==> config.mk <==
export PLATFORM = sky130hd
export DESIGN_NAME = tv80_bus_bridge
export DESIGN_NICKNAME = d
export VERILOG_FILES = /design/src/rtl/tv80_bus_bridge.sv
export SDC_FILE = /design/constraint.sdc
export NUM_CORES = 1
export LEC_CHECK = 0
export CORE_ASPECT_RATIO = 2
export CORE_UTILIZATION = 44
export CTS_CLUSTER_DIAMETER = 80
export CTS_CLUSTER_SIZE = 40
export DETAILED_ROUTE_END_ITERATION = 10
export PLACE_DENSITY = 0.85
export SLEW_MARGIN = 40
export SYNTH_ARGS = -nofsm -noshare
export SYNTH_HDL_FRONTEND = slang
export SYNTH_SLANG_ARGS = --single-unit
==> constraint.sdc <==
create_clock -name clk -period 2.7 [get_ports clk]
set_input_delay 0.81 -clock clk [delete_from_list [all_inputs] [get_ports clk]]
set_output_delay 0.81 -clock clk [all_outputs]
set_load 0.02 [all_outputs]
==> src/rtl/tv80_bus_bridge.sv <==
// TV80 bus bridge: turns Z80-style strobes into a single-outstanding req/ack fabric port,
// stretches the CPU through wait_n, answers INTA with a vector and times out hung accesses.
module tv80_bus_bridge #(
    parameter int unsigned TIMEOUT    = 64,
    parameter logic [7:0]  FLOAT_BYTE = 8'hFF
) (
    input  logic        clk,
    input  logic        reset,
    input  logic        m1_n,
    input  logic        mreq_n,
    input  logic        iorq_n,
    input  logic        rd_n,
    input  logic        wr_n,
    input  logic        rfsh_n,
    input  logic [15:0] A,
    input  logic [7:0]  dout,
    input  logic [7:0]  int_vec,
    output logic        wait_n,
    output logic [7:0]  di,
    output logic        mem_req,
    output logic        mem_we,
    output logic        mem_io,
    output logic [15:0] mem_addr,
    output logic [7:0]  mem_wdata,
    input  logic        mem_ack,
    input  logic [7:0]  mem_rdata,
    output logic        bus_err
);

    localparam int unsigned TW = (TIMEOUT > 1) ? $clog2(TIMEOUT) : 1;
    localparam logic [TW-1:0] TMAX = TW'(TIMEOUT - 1);

    typedef enum logic [1:0] {StIdle, StReq, StDone} state_e;

    state_e        state_q, state_d;
    logic [TW-1:0] timer_q, timer_d;
    logic          mem_req_q, mem_req_d;
    logic          mem_we_q, mem_we_d;
    logic          mem_io_q, mem_io_d;
    logic [15:0]   mem_addr_q, mem_addr_d;
    logic [7:0]    mem_wdata_q, mem_wdata_d;
    logic [7:0]    di_q, di_d;
    logic          bus_err_q, bus_err_d;
    logic          acc, inta;

    // Strobe decode and combinational wait: low in the very cycle a strobe first appears
    always_comb begin
        acc    = (~rd_n | ~wr_n) & (~mreq_n | ~iorq_n) & rfsh_n;
        inta   = ~m1_n & ~iorq_n;
        wait_n = reset | ~((acc | inta) & (state_q != StDone));
    end

    // Next-state and datapath updates for the IDLE/REQ/DONE handshake
    always_comb begin
        state_d     = state_q;
        timer_d     = timer_q;
        mem_req_d   = mem_req_q;
        mem_we_d    = mem_we_q;
        mem_io_d    = mem_io_q;
        mem_addr_d  = mem_addr_q;
        mem_wdata_d = mem_wdata_q;
        di_d        = di_q;
        bus_err_d   = 1'b0;
        unique case (state_q)
            StIdle: begin
                if (inta) begin
                    // INTA never reaches the fabric; the vector is returned locally
                    di_d    = int_vec;
                    state_d = StDone;
                end else if (acc) begin
                    mem_addr_d  = A;
                    mem_wdata_d = dout;
                    mem_we_d    = ~wr_n;
                    mem_io_d    = ~iorq_n;
                    mem_req_d   = 1'b1;
                    timer_d     = '0;
                    state_d     = StReq;
                end
            end
            StReq: begin
                // Strobes are not consulted here: once issued, the handshake always completes
                if (mem_ack) begin
                    mem_req_d = 1'b0;
                    if (!mem_we_q) di_d = mem_rdata;
                    state_d = StDone;
                end else if (timer_q == TMAX) begin
                    mem_req_d = 1'b0;
                    if (!mem_we_q) di_d = FLOAT_BYTE;
                    bus_err_d = 1'b1;
                    state_d   = StDone;
                end else begin
                    timer_d = timer_q + 1'b1;
                end
            end
            StDone: begin
                if (mreq_n && iorq_n) state_d = StIdle;
            end
            default: state_d = StIdle;
        endcase
    end

    // State and output registers with synchronous reset that aborts any access in flight
    always_ff @(posedge clk) begin
        if (reset) begin
            state_q     <= StIdle;
            timer_q     <= '0;
            mem_req_q   <= 1'b0;
            mem_we_q    <= 1'b0;
            mem_io_q    <= 1'b0;
            mem_addr_q  <= '0;
            mem_wdata_q <= '0;
            di_q        <= FLOAT_BYTE;
            bus_err_q   <= 1'b0;
        end else begin
            state_q     <= state_d;
            timer_q     <= timer_d;
            mem_req_q   <= mem_req_d;
            mem_we_q    <= mem_we_d;
            mem_io_q    <= mem_io_d;
            mem_addr_q  <= mem_addr_d;
            mem_wdata_q <= mem_wdata_d;
            di_q        <= di_d;
            bus_err_q   <= bus_err_d;
        end
    end

    // Registered outputs
    always_comb begin
        mem_req   = mem_req_q;
        mem_we    = mem_we_q;
        mem_io    = mem_io_q;
        mem_addr  = mem_addr_q;
        mem_wdata = mem_wdata_q;
        di        = di_q;
        bus_err   = bus_err_q;
    end

endmodule

==> impl_results.md <==
- Critical Path AT: 1.87 ns
- Period utilisation layout: 0.991
- Chip Width: 47.5 um
- Syn Inst Count: 210
- WL per Instance: 13.7 um
- Vias in the first global route: 1763
- # H-tree levels: 2
- Core area: 3920 um^2
- Die Area: 4420 um^2
- Critical Path, Cell by Cell: dlygate4sd2_1 > buf_4 > nor2_2 > a21oi_1 > or3_1 > buf_6
- Hold Vio Cnt, Final: 0
- Post-Place Cells: 345
- Chip height: 93.0 um
- Total track usage: 0.237
- Initial antenna violation count: 0
- Final #Nets: 351
- Final setup fails: 0
- Final ANT Viol Nets: 0
- Max cap viols: 0
- Final setup margin: 0.0247 ns
- Synth top area cells: dfxtp_1 48%, nand2_1 11%, a21oi_1 8.8%
- Slew Viols, Final: 0
- Maximum vdd drop: 0.445 mV
- Post-synth ARST share: 0
- WP data required: 1.89 ns
- Final non-filler cell total: 352
- Number of enable flip-flop cells after synthesis: 0
- # Post-CTS Setup Buffers: 0
- First-pass GRT wire length: 7.59 mm
- Synth top area share: 0.483
- Io pins: 86
- Dominant synthesized flop cell: dfxtp_1
- RD Place Congestion: 0.787
- Row cnt: 32
- Ys Warns: 0
- Hold crit path type: register to register
- Mapped Avg Cell Area: 8.68 um^2
- Crit. End Element: output port
- Hold_ws: 0.454 ns
- Least-Margin Pin Slew: 0.415 ns
- Initial Util: 0.465
- Slowest cell on the critical path: or3_1
- HPWL Detailed: 3.64 mm
- CTS Buffer Depth: 2
- CTS Buf Count: 5
- DR vias/cell: 5.21
- Post-synthesis cell type count: 40
- CTS tree: done
- Post-detailed-routing wire length: 4.81 mm
- WL met1: 1.73 mm
- Fin util: 0.723
- Power Density: 504 nW/um^2
- Max Clock Skew: 0.00333 ns
- Uppermost layer routed: met4
- Slew HR: 0.723
- Initial drt markers: 28
- First-pass iteration count of the detailed router: 4
- Largest net degree at the start of global routing: 34
- Run status: finished clean
- Diodes inserted: 0
- Drc violations: 0
- Crit path launch type: primary input
- Clock-pin slew on the worst setup and hold paths: 0.08 ns
- Most common cell after layout, fill and taps aside: clkdlybuf4s50_1
- Slowest stage delay, CP: 0.37 ns
- Global route overflow: 0
- RSZ-0062 raised after global routing: no
- Synthesis-stage register bit count: 44
- Kind of critical path: primary input to output port
- CP max FO: 4
- Most frequent cells in the layout: 78 x clkdlybuf4s50_1, 55 x nand2_1, 44 x dfxtp_1
- Final min period: 2.68 ns
- Post-placement setup slack: -0.592 ns
- Setup TNS: 0 ns
- DR WL met3: 233 um
- Area Overhead vs Synth: 55.6%
- Vias: 1833
- Mapped Area: 1820 um^2
- Met2 Wirelength: 2.73 mm
- Clock sink count: 44
- Clock Latency Late Sink: 0.29 ns
- Fmax: 0.374 GHz
- Layout cells sized above 1: 0.116
- Seq/Total Area, Yosys: 0.483
- Syn nets: 260
- Post-synth top area cell: dfxtp_1
- Root Driver: clkbuf_8
- LEAKAGE: 1.03 nW
- IO buf count: 85
-- final cells by class --
type | count | area (um^2)
tap | 51 | 63.8
timing repair buffer | 96 | 940
clock buffer | 6 | 72.6
clock inverter | 1 | 5.00
fill | 341 | 1090
inverter | 1 | 3.75
multi-input combinational | 153 | 871
sequential | 44 | 881
-- metal layers --
| metal | vias to the layer above | track usage |
|---|---|---|
| li1 | 921 | - |
| met4 | 0 | 0.0952 |
| met2 | 58 | 0.436 |
| met1 | 844 | 0.226 |
| met3 | 10 | 0.0618 |
| met5 | - | 0 |
-- cell usage after synthesis (2+ instances only) --
cell,n
a211oi_1,2
o21ai_0,2
nand2_1,55
o211ai_1,2
o22ai_1,7
a21oi_1,32
or3_1,3
nand3_1,11
nor2_1,6
buf_6,3
o211ai_2,6
dfxtp_1,44
o31ai_1,2
nor3_1,2
buf_2,3
clkbuf_1,5
and2_1,2
-- flip-flops by register name, indices dropped and copies added (netlist names) --
register   count
mem_addr      16
di             8
mem_wdata      8
timer_q        6
state_q        2
bus_err        1
mem_io         1
mem_req        1
mem_we         1
-- power by group --
group	internal, mW	switching [mW]
clock network	0.176	0.204
registers	0.686	0.0224
logic	0.179	0.161
total	1.04	0.388
-- worst max-delay path: cells and delay by family --
kind / cells / cell delay, ns
AOI/OAI and AO/OA: 1 / 0.04
buffers and inverters: 3 / 0.55
and+or+nand+nor: 2 / 0.46
-- stage by stage --
stage	instance area, um^2	power [mW]
after floorplan	1820	0.888
after global placement	2760	1.06
after detailed placement	2760	1.07
after CTS	2840	1.44
after global routing	2840	1.50
final	2840	1.43
-- repair_timing --
| item | in CTS | in global routing |
|---|---|---|
| hold buffers | 0 | 0 |
| endpoints found under the setup margin | 1 | 1 |
| hold endpoints to repair | 0 | 0 |
| gates resized for setup | 14 | 0 |
| pin swaps | 4 | 1 |
-- kinds of logic after synthesis --
kind of cell               synth area share
and+or+nand+nor                       0.246
AOI/OAI and AO/OA                     0.216
DFF                                   0.483
adders and majority gates           0.00686
xor gates and xnor gates            0.00481
buffers and inverters                0.0432
-- path summary, 6_finish.rpt --
check	depth (start not counted)	to	from	slack [ns]
worst max-delay path	6	wait_n	iorq_n	0.02
worst min-delay path	2	mem_addr[2]	mem_addr[2]	0.45
worst max register to register	5	di[1]	timer_q[0]	0.97
worst min register to register	2	mem_addr[2]	mem_addr[2]	0.45
(Power assumes the default switching activity.)
